### config.mk
export PLATFORM = sky130hd
export DESIGN_NAME = seq_multiplier
export DESIGN_NICKNAME = d
export VERILOG_FILES = /design/src/rtl/ntt_pkg.sv /design/src/rtl/mult_step.sv /design/src/rtl/seq_multiplier.sv
export SDC_FILE = /design/constraint.sdc
export NUM_CORES = 1
export LEC_CHECK = 0
export CAP_MARGIN = 15
export CORE_AREA = 3 3 95 97
export DETAILED_ROUTE_END_ITERATION = 12
export DIE_AREA = 0 0 98 100
export GPL_TIMING_DRIVEN = 0
export PLACE_DENSITY_LB_ADDON = 0.25
export SLEW_MARGIN = 25
export SYNTH_ARGS = -nofsm -noshare
export SYNTH_HDL_FRONTEND = slang
export SYNTH_SLANG_ARGS = --single-unit
### constraint.sdc
create_clock -name clk -period 2.5 [get_ports clk]
set_input_delay 0.75 -clock clk [delete_from_list [all_inputs] [get_ports clk]]
set_output_delay 0.75 -clock clk [all_outputs]
set_load 0.1 [all_outputs]
### src/rtl/ntt_pkg.sv
// Shared types and sizing helpers for the iterative multiplier datapath.
// Latency: n/a (types and constant functions only).
// Backpressure: n/a.
package ntt_pkg;

  // Control states of the sequential multiplier
  typedef enum logic [1:0] {
    IDLE = 2'd0,
    RUN  = 2'd1,
    DONE = 2'd2
  } state_e;

  // Number of shift-and-add steps needed for an n-bit multiplier at k bits per step
  function automatic int step_count(input int n, input int k);
    return n / k;
  endfunction

  // Step counter width; kept at least one bit so a single-step build still has a register
  function automatic int cnt_width(input int n, input int k);
    return ((n / k) > 1) ? $clog2(n / k) : 1;
  endfunction

endpackage

### src/rtl/mult_step.sv
// One radix-2^K shift-and-add step: sum = acc_hi + mcand * digit.
// Latency: purely combinational.
// Backpressure: none; evaluated every cycle by the owning FSM.
module mult_step #(
  parameter int N = 16,
  parameter int K = 1
) (
  input  logic [N-1:0]   acc_hi,
  input  logic [N-1:0]   mcand,
  input  logic [K-1:0]   digit,
  output logic [N+K-1:0] sum
);

  logic [N+K-1:0] w_acc;
  logic [N+K-1:0] w_mcand_ext;

  assign w_mcand_ext = {{K{1'b0}}, mcand};

  // Add one shifted copy of the multiplicand per set digit bit; the N+K width cannot overflow
  always_comb begin
    w_acc = {{K{1'b0}}, acc_hi};
    for (int j = 0; j < K; j++) begin
      if (digit[j]) begin
        w_acc = w_acc + (w_mcand_ext << j);
      end
    end
  end

  assign sum = w_acc;

endmodule

### src/rtl/seq_multiplier.sv
// Iterative shift-and-add N x N multiplier retiring K multiplier bits per cycle; optional
// signed mode under macro MULT_SIGNED_EN. Latency: accept edge + N/K RUN cycles to out_valid.
// Backpressure: p/out_valid held in DONE until out_ready; in_ready low from accept to handshake.
module seq_multiplier
  import ntt_pkg::*;
#(
  parameter int N = 16,
  parameter int K = 1
) (
  input  logic           clk,
  input  logic           rst_n,
  input  logic           in_valid,
  output logic           in_ready,
  input  logic [N-1:0]   a,
  input  logic [N-1:0]   b,
`ifdef MULT_SIGNED_EN
  input  logic           sgn,
`endif
  output logic           out_valid,
  input  logic           out_ready,
  output logic [2*N-1:0] p,
  output logic           busy
);

  localparam int             STEPS = step_count(N, K);
  localparam int             CW    = cnt_width(N, K);
  localparam logic [CW-1:0]  LAST  = CW'(STEPS - 1);

  // Reject configurations the datapath cannot represent
  if (N < 2) begin : g_bad_n
    $error("seq_multiplier: N must be at least 2");
  end
  if ((K < 1) || (N % K != 0)) begin : g_bad_k
    $error("seq_multiplier: K must be positive and divide N");
  end

  state_e           r_state;
  logic [N-1:0]     r_mcand;
  logic [N-1:0]     r_mplier;
  logic [N-1:0]     r_acc_hi;
  logic [CW-1:0]    r_cnt;
  logic [2*N-1:0]   r_p;
  logic             r_out_valid;
  logic             r_in_ready;
  logic             r_busy;

  logic [N+K-1:0]   w_sum;
  logic [N+K-1:0]   w_shift_cat;
  logic [N-1:0]     w_mplier_nxt;
  logic [2*N-1:0]   w_prod_raw;
  logic [2*N-1:0]   w_prod_fin;
  logic [N-1:0]     w_a_mag;
  logic [N-1:0]     w_b_mag;
  logic             w_neg_in;

  mult_step #(
    .N (N),
    .K (K)
  ) u_step (
    .acc_hi (r_acc_hi),
    .mcand  (r_mcand),
    .digit  (r_mplier[K-1:0]),
    .sum    (w_sum)
  );

  // Low K bits of the step sum drop into the top of the multiplier as it shifts out;
  // the concatenation form also covers N == K where mplier[N-1:K] would be empty
  assign w_shift_cat  = {w_sum[K-1:0], r_mplier};
  assign w_mplier_nxt = w_shift_cat[N+K-1:K];
  assign w_prod_raw   = {w_sum[N+K-1:K], w_mplier_nxt};

`ifdef MULT_SIGNED_EN
  logic r_neg;

  // Signed operands are reduced to magnitudes at accept; -2^(N-1) maps onto itself, which is its magnitude
  assign w_a_mag    = (sgn && a[N-1]) ? (~a + 1'b1) : a;
  assign w_b_mag    = (sgn && b[N-1]) ? (~b + 1'b1) : b;
  assign w_neg_in   = sgn & (a[N-1] ^ b[N-1]);
  assign w_prod_fin = r_neg ? (~w_prod_raw + 1'b1) : w_prod_raw;

  // Result sign captured with the operands and consumed on DONE entry
  always_ff @(posedge clk or negedge rst_n) begin
    if (!rst_n) begin
      r_neg <= 1'b0;
    end else if (r_state == IDLE && in_valid) begin
      r_neg <= w_neg_in;
    end
  end
`else
  assign w_a_mag    = a;
  assign w_b_mag    = b;
  assign w_neg_in   = 1'b0;
  assign w_prod_fin = w_prod_raw;
`endif

  // Control FSM with all datapath registers and registered handshake outputs
  always_ff @(posedge clk or negedge rst_n) begin
    if (!rst_n) begin
      r_state     <= IDLE;
      r_mcand     <= '0;
      r_mplier    <= '0;
      r_acc_hi    <= '0;
      r_cnt       <= '0;
      r_p         <= '0;
      r_out_valid <= 1'b0;
      r_in_ready  <= 1'b1;
      r_busy      <= 1'b0;
    end else begin
      case (r_state)
        IDLE: begin
          if (in_valid) begin
            r_mcand    <= w_a_mag;
            r_mplier   <= w_b_mag;
            r_acc_hi   <= '0;
            r_cnt      <= '0;
            r_in_ready <= 1'b0;
            r_busy     <= 1'b1;
            r_state    <= RUN;
          end
        end
        RUN: begin
          r_acc_hi <= w_sum[N+K-1:K];
          r_mplier <= w_mplier_nxt;
          r_cnt    <= r_cnt + CW'(1);
          if (r_cnt == LAST) begin
            // Product (with any sign fix-up) is registered on the same edge that enters DONE
            r_p         <= w_prod_fin;
            r_out_valid <= 1'b1;
            r_state     <= DONE;
          end
        end
        DONE: begin
          if (out_ready) begin
            r_out_valid <= 1'b0;
            r_in_ready  <= 1'b1;
            r_busy      <= 1'b0;
            r_state     <= IDLE;
          end
        end
        default: begin
          r_out_valid <= 1'b0;
          r_in_ready  <= 1'b1;
          r_busy      <= 1'b0;
          r_state     <= IDLE;
        end
      endcase
    end
  end

  assign in_ready  = r_in_ready;
  assign out_valid = r_out_valid;
  assign busy      = r_busy;
  assign p         = r_p;

endmodule
==> results.yml <==
status:
  status: "completed"
synthesis:
  syn-num-nets: 547
  netlist_top_cells_area: "dfrtp_1 (50%), nand2_1 (13%), ha_1 (4.8%)"
  synth_seq_cells: 89
  async_flop_share_pct: 100
  yosysMostFrequentCell: "nand2_1"
  synth_edf_count: 0
  synth_area_leader_cell: "dfrtp_1"
  synth_seq_area_share_pct: 50.7
  synth_common_cells: "nand2_1 (156), dfrtp_1 (88), o21ai_0 (39), nor2_1 (30)"
  netlist_instances: 493
  yosys.cell_types.count: 49
  synth_area_mm2: 0.00439
  synth_warnings: 0
  avgSynthCellArea_um2: 8.91
  synth_top_area_share_pct: 50.1
  synth_ff_type: "dfrtp_1"
drt:
  firstDrtPassIters: 5
  drc: 0
  viasPerCell: 5.61
  dr_wl_met2_um: 5220
  drtIter0Drc: 183
  ant_nets: 0
  highest_layer: "met4"
  wirelength_um: 10600
  drt-met1-wl_um: 4590
  num_vias: 3853
  wl_per_cell_um: 15.4
  dr_wl_met3_um: 587
worst_setup_path:
  arrival_ns: 2.68
  worstSetupEndpointType: "flop"
  worstPathRequired_ns: 2.76
  worstSetupPathType: "flop to flop"
  worstPathMaxFanout: 4
  rr_endpoint: "p[29]"
  worst_r2r_startpoint: "r_mcand[0]"
  start_kind: "flop"
  reg2reg_slack_ns: 0.07
  r2r_cells: 8
timing:
  fmax_ghz: 0.412
  rsz0062_at_grt: "no"
  hold_viol: 0
  worst_pin_slew_ns: 0.971
  min_period_ns: 2.43
  clock_skew_ns: 0.00473
  period_share_pct: 97.0
  finalSetupViolations: 0
  slew_headroom_pct: 35.5
  slew_violations: 0
clocking:
  cts.path.max_buffers: 2
  root_buffer: "clkbuf_8"
  cts-buffers-inserted: 9
  clock_latency_ns: 0.36
  cts.sinks: 89
  postCtsHoldBufs: 0
  path_clk_slew_ns: 0.09
  cts_tree: "done"
  htreeDepth: 3
floorplan:
  die_h_um: 100
  coreArea_mm2: 0.00822
  die_x_um: 98
  rows: 33
  dieArea_mm2: 0.00980
  start_util_pct: 53.4
  ios: 71
global_route:
  grt_usage_pct: 22.6
  grt_pass1_vias: 3814
  overflow: 0
  antenna_found_initial: 0
  grt_pass1_wl_um: 18000
  grt_max_degree: 65
finish:
  n_fill_cell: 679
  diodes: 0
  nets: 631
  area_growth_pct: 24.5
  drive_above_1_share_pct: 7.04
  fin_area_mm2: 0.00547
placement:
  io_buffers: 70
  place.gp.congestion: 0.858
  dpl-instance-area_mm2: 0.00525
  dp_hpwl_um: 7680
min_path:
  hold_path.class: "input port to async pin"
flow_run:
  drv_cap: 0
==> logic make-up (layout without fill, tap and decap cells) <==
group / Yosys count / in the layout / share of synthesized area, %
AO/OA/AOI/OAI: 102 / 102 / 14.4
XOR/XNOR: 11 / 11 / 2.19
adder cells (fa/ha/maj): 18 / 18 / 5.30
buffers and inverters: 33 / 122 / 2.88
flip-flops: 89 / 89 / 50.7
multiplexers: 14 / 14 / 3.25
AND/OR/NAND/NOR: 226 / 226 / 21.3
==> stage by stage <==
step,instances,setup slack [ns],TNS (ns),hold slack [ns],util [%]
detailed placement,669,-0.166,-1.56,0.461,63.9
floorplan,493,0.184,0,0.451,-
finish,687,0.0747,0,0.234,66.6
CTS,685,0.00429,0,0.245,66.4
global placement,668,-2.49,-220.90,0.463,63.6
global route,687,0.0102,0,0.242,66.6
==> placed cells by master (no fill, tap or decap), types with 2 or more instances in the layout <==
cell | Yosys | final
o21ai_1 | 5 | 5
mux2_2 | 2 | 2
mux2i_1 | 12 | 11
nor2b_1 | 3 | 3
o21ai_0 | 39 | 39
xnor2_1 | 8 | 8
nor2_1 | 30 | 30
clkinvlp_4 | 0 | 2
and3_1 | 4 | 4
buf_1 | 5 | 5
nand2b_1 | 2 | 2
clkdlybuf4s50_1 | 0 | 34
o21a_1 | 2 | 2
or2_2 | 2 | 2
nor3b_1 | 2 | 2
buf_4 | 0 | 2
ha_1 | 17 | 16
nand4_1 | 4 | 4
xor2_1 | 3 | 3
nand3_1 | 14 | 14
clkbuf_1 | 21 | 21
inv_1 | 5 | 5
clkbuf_8 | 0 | 11
buf_2 | 2 | 2
a21o_1 | 6 | 6
nand2_1 | 156 | 156
a311oi_1 | 2 | 2
dfrtp_1 | 88 | 88
a21oi_1 | 13 | 13
a31oi_1 | 21 | 20
dlygate4sd2_1 | 0 | 34
nor3_1 | 3 | 3
==> layout make-up <==
class	instances	area [µm²]	area share (%)
flip-flops and latches	89	2230	40.7
multi-input cells	371	2070	37.9
clock inverters	5	62.6	1.14
repair buffers	73	697	12.7
inverters	5	18.8	0.343
plain buffers	28	108	1.97
well taps	105	131	2.40
clock buffers	11	151	2.77
==> critical path, cell delays in order, from the launching register on <==
cell      delay, ns
dfrtp_1        0.41
ha_2           0.20
fa_2           0.36
a21o_1         0.21
a221oi_4       0.35
nor2_2         0.09
or2_1          0.24
mux2i_2        0.18
mux2_2         0.28
==> flip-flops by register name, indices dropped and copies added, names as in the netlist <==
register   flops
r_acc_hi      16
r_state        2
out_valid      1
r_cnt          4
busy           1
p             32
in_ready       1
r_mcand       16
r_mplier      16
==> per-layer routing <==
metal	vias up	global-route usage, %
met5	-	0
met4	0	5.75
met3	16	5.07
met2	121	38.6
met1	1873	29.3
li1	1843	-
==> what timing repair did <==
item / 4_1_cts / 5_1_grt
resized for setup: 40 / 4
hold endpoints to repair: 0 / 0
setup endpoints to repair: 40 / 6
setup buffers: 0 / 2
pin swaps: 1 / 3
==> how the worst max path moves through the flow <==
| stage | startpoint | end | slack, ns | depth (start not counted) |
|---|---|---|---|---|
| 2_1_floorplan | r_mcand[0] | p[29] | 0.18 | 8 |
| 3_3_place_gp | rst_n | p[9] | -2.49 | 1 |
| 3_5_place_dp | r_mcand[0] | r_acc_hi[11] | -0.17 | 8 |
| 4_1_cts | r_mcand[0] | p[29] | 0.004 | 8 |
| 5_1_grt | r_acc_hi[0] | p[29] | 0.01 | 8 |
| 6_report | r_mcand[0] | p[29] | 0.07 | 8 |
Power is left out: the tool's default activity adds up to more than one toggle a clock period on the data nets, which glitch-free logic cannot reach.
